`src/rtl/fxp_sat_shift_left.sv`:
```
// Two-stage packed-lane saturating left shifter: S1 forms double-width shifted lanes,
// S2 clamps each lane to the SEW range and tracks the sticky vxsat flag.
module fxp_sat_shift_left #(
    parameter int LEN_CSR = 64,
    parameter int SHW     = 6
) (
    input  logic               clk,
    input  logic               rst_n,
    input  logic               flush,
    input  logic               in_valid,
    output logic               in_ready,
    input  logic [1:0]         sew,
    input  logic               is_signed,
    input  logic [LEN_CSR-1:0] v,
    input  logic [SHW-1:0]     d,
    output logic               out_valid,
    input  logic               out_ready,
    output logic [LEN_CSR-1:0] out,
    output logic [7:0]         sat_lanes,
    input  logic               vxsat_clr,
    output logic               vxsat
);

    localparam int WW = 2 * LEN_CSR;

    logic               s2_load_s;
    logic               s1_load_s;
    logic [WW-1:0]      wide_s;
    logic [LEN_CSR-1:0] res_s;
    logic [7:0]         sat_s;
    logic [64:0]        lane_s;

    logic               s1_valid_r;
    logic [WW-1:0]      s1_wide_r;
    logic [1:0]         s1_sew_r;
    logic               s1_signed_r;

    // Clamp one 2*s-bit shifted lane to s bits; returns {overflow, clamped value}.
    // Signed lanes fit when bits [2s-1:s-1] all match the sign; unsigned when [2s-1:s] are zero.
    function automatic logic [64:0] sat_lane(input logic [127:0] w, input int unsigned s,
                                             input logic sg);
        logic        ovf;
        logic        msb;
        logic        ref_b;
        logic [63:0] mask;
        logic [63:0] half;
        logic [63:0] res;
        int unsigned lo;
        msb   = w[7'(2 * s - 32'd1)];
        ref_b = sg & msb;
        lo    = sg ? (s - 32'd1) : s;
        ovf   = 1'b0;
        for (int unsigned b = 0; b < 32'd128; b++) begin
            if ((b >= lo) && (b < 2 * s)) begin
                ovf = ovf | (w[7'(b)] ^ ref_b);
            end else begin
                ovf = ovf;
            end
        end
        mask = (s >= 32'd64) ? {64{1'b1}} : ((64'd1 << s) - 64'd1);
        half = 64'd1 << (s - 32'd1);
        if (!ovf) begin
            res = w[63:0] & mask;
        end else if (sg) begin
            res = msb ? half : (half - 64'd1);
        end else begin
            res = mask;
        end
        return {ovf, res};
    endfunction

    assign s2_load_s = s1_valid_r && (!out_valid || out_ready);
    assign in_ready  = !s1_valid_r || s2_load_s;
    assign s1_load_s = in_valid && in_ready && !flush;

    // Stage-1 datapath: extend each lane to double width and shift by d modulo SEW.
    always_comb begin
        wide_s = {WW{1'b0}};
        case (sew)
            2'b00: begin
                for (int i = 0; i < 8; i++) begin
                    wide_s[i*16 +: 16] = {{8{is_signed & v[i*8+7]}}, v[i*8 +: 8]} << d[2:0];
                end
            end
            2'b01: begin
                for (int i = 0; i < 4; i++) begin
                    wide_s[i*32 +: 32] = {{16{is_signed & v[i*16+15]}}, v[i*16 +: 16]} << d[3:0];
                end
            end
            2'b10: begin
                for (int i = 0; i < 2; i++) begin
                    wide_s[i*64 +: 64] = {{32{is_signed & v[i*32+31]}}, v[i*32 +: 32]} << d[4:0];
                end
            end
            2'b11: begin
                wide_s = {{64{is_signed & v[63]}}, v} << d[5:0];
            end
            default: begin
                wide_s = {WW{1'b0}};
            end
        endcase
    end

    // Stage-2 datapath: saturate each lane of the registered wide results.
    always_comb begin
        res_s  = {LEN_CSR{1'b0}};
        sat_s  = 8'd0;
        lane_s = 65'd0;
        case (s1_sew_r)
            2'b00: begin
                for (int i = 0; i < 8; i++) begin
                    lane_s = sat_lane({112'd0, s1_wide_r[i*16 +: 16]}, 32'd8, s1_signed_r);
                    res_s[i*8 +: 8] = lane_s[7:0];
                    sat_s[i]        = lane_s[64];
                end
            end
            2'b01: begin
                for (int i = 0; i < 4; i++) begin
                    lane_s = sat_lane({96'd0, s1_wide_r[i*32 +: 32]}, 32'd16, s1_signed_r);
                    res_s[i*16 +: 16] = lane_s[15:0];
                    sat_s[i]          = lane_s[64];
                end
            end
            2'b10: begin
                for (int i = 0; i < 2; i++) begin
                    lane_s = sat_lane({64'd0, s1_wide_r[i*64 +: 64]}, 32'd32, s1_signed_r);
                    res_s[i*32 +: 32] = lane_s[31:0];
                    sat_s[i]          = lane_s[64];
                end
            end
            2'b11: begin
                lane_s   = sat_lane(s1_wide_r, 32'd64, s1_signed_r);
                res_s    = lane_s[63:0];
                sat_s[0] = lane_s[64];
            end
            default: begin
                res_s = {LEN_CSR{1'b0}};
                sat_s = 8'd0;
            end
        endcase
    end

    // Stage-1 register: captures a beat when empty or when its occupant advances.
    always_ff @(posedge clk or negedge rst_n) begin
        if (!rst_n) begin
            s1_valid_r  <= 1'b0;
            s1_wide_r   <= {WW{1'b0}};
            s1_sew_r    <= 2'b00;
            s1_signed_r <= 1'b0;
        end else if (flush) begin
            s1_valid_r <= 1'b0;
        end else if (s1_load_s) begin
            s1_valid_r  <= 1'b1;
            s1_wide_r   <= wide_s;
            s1_sew_r    <= sew;
            s1_signed_r <= is_signed;
        end else if (s2_load_s) begin
            s1_valid_r <= 1'b0;
        end else begin
            s1_valid_r <= s1_valid_r;
        end
    end

    // Stage-2 register: result and flags hold while downstream stalls or after a flush.
    always_ff @(posedge clk or negedge rst_n) begin
        if (!rst_n) begin
            out_valid <= 1'b0;
            out       <= {LEN_CSR{1'b0}};
            sat_lanes <= 8'd0;
        end else if (flush) begin
            out_valid <= 1'b0;
        end else if (s2_load_s) begin
            out_valid <= 1'b1;
            out       <= res_s;
            sat_lanes <= sat_s;
        end else if (out_ready) begin
            out_valid <= 1'b0;
        end else begin
            out_valid <= out_valid;
        end
    end

    // Sticky flag: only consumed, unflushed saturating beats set it; set beats clear.
    always_ff @(posedge clk or negedge rst_n) begin
        if (!rst_n) begin
            vxsat <= 1'b0;
        end else if (out_valid && out_ready && !flush && (sat_lanes != 8'd0)) begin
            vxsat <= 1'b1;
        end else if (vxsat_clr) begin
            vxsat <= 1'b0;
        end else begin
            vxsat <= vxsat;
        end
    end

endmodule

```
`config.mk`:
```
export PLATFORM = sky130hd
export DESIGN_NAME = fxp_sat_shift_left
export DESIGN_NICKNAME = d
export VERILOG_FILES = /design/src/rtl/fxp_sat_shift_left.sv
export SDC_FILE = /design/constraint.sdc
export NUM_CORES = 1
export LEC_CHECK = 0
export ABC_AREA = 1
export BUFFER_PORTS_ARGS = -buffer_cell sky130_fd_sc_hd__buf_2
export CELL_PAD_IN_SITES_DETAIL_PLACEMENT = 0
export CELL_PAD_IN_SITES_GLOBAL_PLACEMENT = 1
export CORE_AREA = 2 2 237 239
export CTS_CLUSTER_SIZE = 16
export DETAILED_ROUTE_END_ITERATION = 16
export DIE_AREA = 0 0 239 241
export PLACE_DENSITY_LB_ADDON = 0.08
export SYNTH_ARGS = -nofsm -noshare
export SYNTH_HDL_FRONTEND = slang
export SYNTH_SLANG_ARGS = --single-unit
export TNS_END_PERCENT = 100
```
`constraint.sdc`:
```
create_clock -name clk -period 2.55 [get_ports clk]
set_input_delay 0.51 -clock clk [delete_from_list [all_inputs] [get_ports clk]]
set_output_delay 0.51 -clock clk [all_outputs]
set_load 0.02 [all_outputs]
```
==> results_dict.tcl, run 1 <==
set metrics [dict create \
    synth-main-ff-cell "dfrtp_1" \
    crit_type "flop to flop" \
    pre_cts_slack_ps -120 \
    syn_area_um2 22900 \
    pin_count 154 \
    grt_overflow 0 \
    setup_slack_ps 33.7 \
    ys_warn_count 0 \
    critPathLaunchType "flop" \
    first_iter_violations 3985 \
    mostFrequentLayoutCells "1532 x nand2_1, 921 x nand3_1, 364 x inv_1" \
    yosysUniqueCellTypes 49 \
    clk_latency_ps 570 \
    fmax_ghz 0.397 \
    leakagePower_nw 14.8 \
    postLayoutCoreUtil_pct 50.7 \
    relSlewSlack_pct 52.4 \
    drive_above_1_share_pct 14.9 \
    gp_congestion 1.05 \
    clock_tree.buffer_depth 3 \
    setup_viol 0 \
    final_common_cell "nand2_1" \
    final_antenna_net_count 0 \
    min_period_over_period_pct 98.7 \
    ir_worst_vdd_mv 0.515 \
    power_mw 15.6 \
    hold_class "primary input to flop" \
    route.detailed.drc 0 \
    holdPathStages 2 \
    grt_usage_pct 39.8 \
    wl_met2_um 47900 \
    synth_area_per_cell_um2 5.41 \
    synth_async_sr_flop_share_pct 100 \
    setup-tns-final_ps 0 \
    met1_length_um 51200 \
    cp_data_arrival_time_ps 3010 \
    tightest_slew_ps 714 \
    drt-vias-per-instance 5.81 \
    rsz0062_at_grt "yes" \
    rows 86 \
    synthCells 4229 \
    synth-seq-cells 206 \
    yosysTopAreaCell "nand2_1" \
    cts_tree "built" \
    cp-end-kind "flop" \
    clk_pin_slew_ps 60 \
    dr_wl_met3_um 12800 \
    grt_pass1_vias 27400 \
    cap_violations 0 \
    hpwl_um 90300 \
    n_antenna_cell 0 \
    dieArea_um2 57600 \
    port_buffers 153 \
    grt_pass1_wl_um 174000 \
    synthTopCellsByArea "nand2_1 25%, dfrtp_1 23%, nand3_1 20%, inv_1 6.0%, o21ai_0 5.8%" \
    wl_per_cell_um 22.3 \
    core_area_um2 54900 \
    cts_buffers 25 \
    worstRegToRegCells 15 \
    synth_nets 4308 \
    die_y_um 241 \
    whs_ps 145 \
    path_max_fanout 17 \
    drtPass1Iterations 7 \
    numClockSinks 206 \
    finalHoldViolations 0 \
    status "finished, final reports clean" \
    die_w_um 239 \
    h-tree-depth 1 \
    required_ps 3040 \
    ys_seq_area_share_pct 22.5 \
    area_delta_synth_final_pct 21.6 \
    root_buffer "clkbuf_16" \
    routed_wl_um 117000 \
    grt_max_degree 68 \
    min_period_ps 2520 \
    vias 30400 \
    slew_viol_final 0 \
    final_net_count 4591 \
    worst_clock_skew_ps 21.8 \
    top_layer_used "met4" \
    power.density_nw_per_um2 561 \
    synth_edf_count 0 \
    antenna_found_initial 2 \
    synth_top_cell_area_share_pct 25.2 \
    start_util_pct 41.7 \
]
synth_stat cells, types with 3 or more instances:
cell type	instances
clkinv_1	4
a211oi_1	3
nand3_1	931
a31oi_1	19
or2_2	13
nand2_1	1536
o211ai_1	32
inv_1	368
a21oi_1	160
o22ai_1	15
nand3b_1	6
buf_2	38
nor3_1	12
a22oi_1	21
a21oi_2	5
o21a_1	6
nor2_2	6
buf_4	21
buf_6	10
nor2_1	242
xor2_1	4
o31ai_1	4
inv_2	13
nor2_4	5
clkbuf_1	159
dfrtp_1	206
buf_1	50
o21ai_1	11
o21ai_0	265
nor4_1	3
nand2_2	15
nand4_1	24
logic make-up (layout without fill, tap and decap cells):
group                     Yosys count  after routing  synth area share [%]
AOI/OAI and AO/OA                 553            553                  13.3
DFF                               206            206                  22.5
xor gates and xnor gates            4              4                 0.153
and+or+nand+nor                  2802           2803                  52.3
buffers and inverters             664            965                  11.8
critical path, stage by stage (launching register included):
cell and delay [ps]:
dfrtp_2 470, nand2_4 170, buf_6 180, nand3_1 90, o21ai_1 100, nand3_1 100, nor2_1 140, nand2_2 100
nor2_4 180, nand2_2 100, nand2_4 120, buf_12 170, nand3_1 200, nand3_1 170, nand2_1 80, nand2_1 50
registers in the layout (all words and copies together), names as in the netlist:
signal and flops:
out_valid 1, out 64, s1_sew_r 2, s1_signed_r 1
sat_lanes 8, s1_wide_r 128, s1_valid_r 1, vxsat 1
layer usage:
layer,up-vias,GRT usage (%)
li1,14400,-
met1,14100,57.7
met2,1720,57.7
met3,237,8.20
met4,0,14.6
met5,-,0
power breakdown:
group | internal (mW) | switching [mW]
clock network | 2.32 | 1.63
registers | 3.93 | 0.669
logic | 2.31 | 4.77
total | 8.56 | 7.08
timing repair:
| item | in CTS | in global routing |
|---|---|---|
| hold buffers | 1 | 0 |
| buffers inserted | 2 | 8 |
| hold endpoints to repair | 39 | 0 |
| resized for setup | 5 | 28 |
| gates cloned | 1 | 4 |
| pin swaps | 0 | 4 |
| endpoints found under the setup margin | 4 | 51 |
area by class of cell:
cell class / instances / area, µm²
timing repair buffer: 533 / 4270
inverter: 386 / 1460
fill: 6192 / 27000
clock buffer: 31 / 678
sequential: 206 / 5160
clock inverter: 15 / 203
multi-input combinational: 3360 / 15200
tap: 704 / 881
final timing paths:
check | startpoint | end | slack [ps]
hold reg to reg | out[32]$_DFFE_PN0P_ | out[32]$_DFFE_PN0P_ | 470
setup / recovery | s1_signed_r$_DFFE_PN0P_ | out[50]$_DFFE_PN0P_ | 30
max in group asynchronous | rst_n | s1_wide_r[127]$_DFFE_PN0P_ | 1350
min in group asynchronous | rst_n | s1_wide_r[13]$_DFFE_PN0P_ | 480
setup reg to reg | s1_signed_r$_DFFE_PN0P_ | out[50]$_DFFE_PN0P_ | 30
hold / removal | vxsat_clr | vxsat$_DFFE_PN0P_ | 140
metrics by stage:
stage | area [µm²] | std cells
after floorplan | 22900 | 4229
after global placement | 26600 | 5173
after detailed placement | 26600 | 5173
after CTS | 27600 | 5223
after global routing | 27800 | 5235
final | 27800 | 5235
No activity file was read; power rests on OpenSTA's default activity.
==> inputs of run 2 (changes only) <==
Settings changed: CTS_BUF_LIST set to sky130_fd_sc_hd__clkbuf_4 sky130_fd_sc_hd__clkbuf_8 sky130_fd_sc_hd__clkbuf_16, RECOVER_POWER set to 50, SETUP_SLACK_MARGIN set to 0.4.
==> results_dict.tcl, run 2 (synthesized netlist as in run 1, its figures left out) <==
set metrics [dict create \
    postLayoutCoreUtil_pct 53.4 \
    dp_cells 5173 \
    pre_cts_slack_ps -120 \
    mostFrequentLayoutCells "1497 x nand2_1, 824 x nand3_1, 362 x inv_1" \
    grt_pass1_vias 27800 \
    drt-vias-per-instance 5.83 \
    min_period_over_period_pct 97.0 \
    route.detailed.drc 0 \
    power.density_nw_per_um2 545 \
    setup_slack_ps 76.4 \
    top_regs "s1_wide_r: 128 flops, out: 64 flops, sat_lanes: 8 flops" \
    core_area_um2 54900 \
    die_y_um 241 \
    final_common_cell "nand2_1" \
    cap_violations 1 \
    numClockSinks 206 \
    cts_buffers 25 \
    hold_class "primary input to flop" \
    hpwl_um 90300 \
    routed_wl_um 119000 \
    drive_above_1_share_pct 18.2 \
    worst_clock_skew_ps 26.1 \
    clk_pin_slew_ps 60 \
    critPathLaunchType "flop" \
    ir_worst_vdd_mv 0.524 \
    cp-end-kind "flop" \
    final_antenna_net_count 0 \
    first_iter_violations 4228 \
    antenna_found_initial 2 \
    grt_max_degree 68 \
    wl_per_cell_um 22.6 \
    root_buffer "clkbuf_16" \
    relSlewSlack_pct -5.76 \
    h-tree-depth 1 \
    largest_reg_flops 128 \
    holdPathStages 2 \
    leakagePower_nw 15.2 \
    final_net_count 4630 \
    n_antenna_cell 0 \
    drtPass1Iterations 7 \
    cts_tree "built" \
    slew_viol_final 44 \
    required_ps 3000 \
    clock_tree.buffer_depth 3 \
    rows 86 \
    cp_data_arrival_time_ps 2920 \
    fin_area_um2 29300 \
    worstRegToRegCells 16 \
    start_util_pct 41.7 \
    path_max_fanout 8 \
    grt_usage_pct 40.3 \
    rsz0062_at_grt "yes" \
    n_fill_cell 6016 \
    die_w_um 239 \
    violations "capacitance limit, slew limit" \
    place_area_um2 26600 \
    clk_latency_ps 570 \
    min_period_ps 2470 \
    status "finished, violations left" \
    dieArea_um2 57600 \
    top_register "s1_wide_r" \
    crit_type "flop to flop" \
    setup_viol 0 \
    fmax_ghz 0.404 \
    area_delta_synth_final_pct 28.0 \
    finalHoldViolations 0 \
    vias 30800 \
    pin_count 154 \
    tightest_slew_ps 1590 \
    port_buffers 153 \
    gp_congestion 1.05 \
    grt_pass1_wl_um 176000 \
    grt_overflow 0 \
    instances_no_fill 5274 \
]
-- run 2: changes by cell type in the layout (fill, tap and decap cells not counted), sizes merged --
cell,change
buf,-6
bufbuf,+1
nand2,+1
inv,+1
clkbuf,+42
-- run 2: critical path: stages, from the launching register on --
cell and delay, ps:
dfrtp_2 470, nand2_4 160, buf_6 120, buf_6 100, xor2_4 190, nand3_2 100
nor2_2 100, nand2_2 100, nor2_4 160, buf_12 150, buf_12 150, buf_4 150
nand3_2 80, nand3_2 130, nand3_2 100, nand2_1 60, nand2_1 40
-- run 2: final cells by class --
type,instances,area (µm²),area share [%]
inverter,386,1470,5.00
sequential,206,5160,17.6
multi-input combinational,3361,16100,54.8
timing repair buffer,570,4840,16.5
clock buffer,31,689,2.35
tap,704,881,3.01
clock inverter,15,203,0.692
timing repair inverter,1,6.26,0.0214
-- run 2: report_power, final --
part	total (mW)	leakage, nW	switching [mW]	internal, mW
clock	3.97	0.439	1.63	2.35
combinational	7.39	12.2	4.97	2.42
sequential	4.61	2.49	0.679	3.93
-- run 2: path summary, 6_finish.rpt --
check	endpoint	from	slack (ps)
min	vxsat$_DFFE_PN0P_	vxsat_clr	140
min reg2reg	out[32]$_DFFE_PN0P_	out[32]$_DFFE_PN0P_	470
max reg2reg	out[57]$_DFFE_PN0P_	s1_signed_r$_DFFE_PN0P_	80
min in group asynchronous	s1_wide_r[13]$_DFFE_PN0P_	rst_n	880
max	out[57]$_DFFE_PN0P_	s1_signed_r$_DFFE_PN0P_	80
max in group asynchronous	s1_wide_r[104]$_DFFE_PN0P_	rst_n	360
-- run 2: per-layer routing --
metal	global-route usage (%)	share of wire [%]	vias to the layer above
met1	58.0	44	14200
li1	-	-	14500
met3	8.11	11	261
met5	0	0	-
met4	15.6	4.3	0
met2	58.6	41	1815
-- run 2: timing repair --
| item | 4_1_cts | 5_1_grt |
|---|---|---|
| pin swaps | 32 | 85 |
| setup endpoints to repair | 67 | 110 |
| endpoints found under the hold margin | 39 | 0 |
| buffers inserted | 18 | 17 |
| gates resized for setup | 101 | 172 |
| hold buffers | 1 | 0 |
| cloned | 8 | 11 |
-- run 2: stage by stage --
stage                     setup TNS, ps  hold slack (ps)  total power [mW]
after floorplan                       0              214              8.51
after global placement             -480              456              11.4
after detailed placement           -547              460              11.4
after CTS                             0              129              15.6
after global routing              -2.08              160              16.8
final                                 0              138              16.0
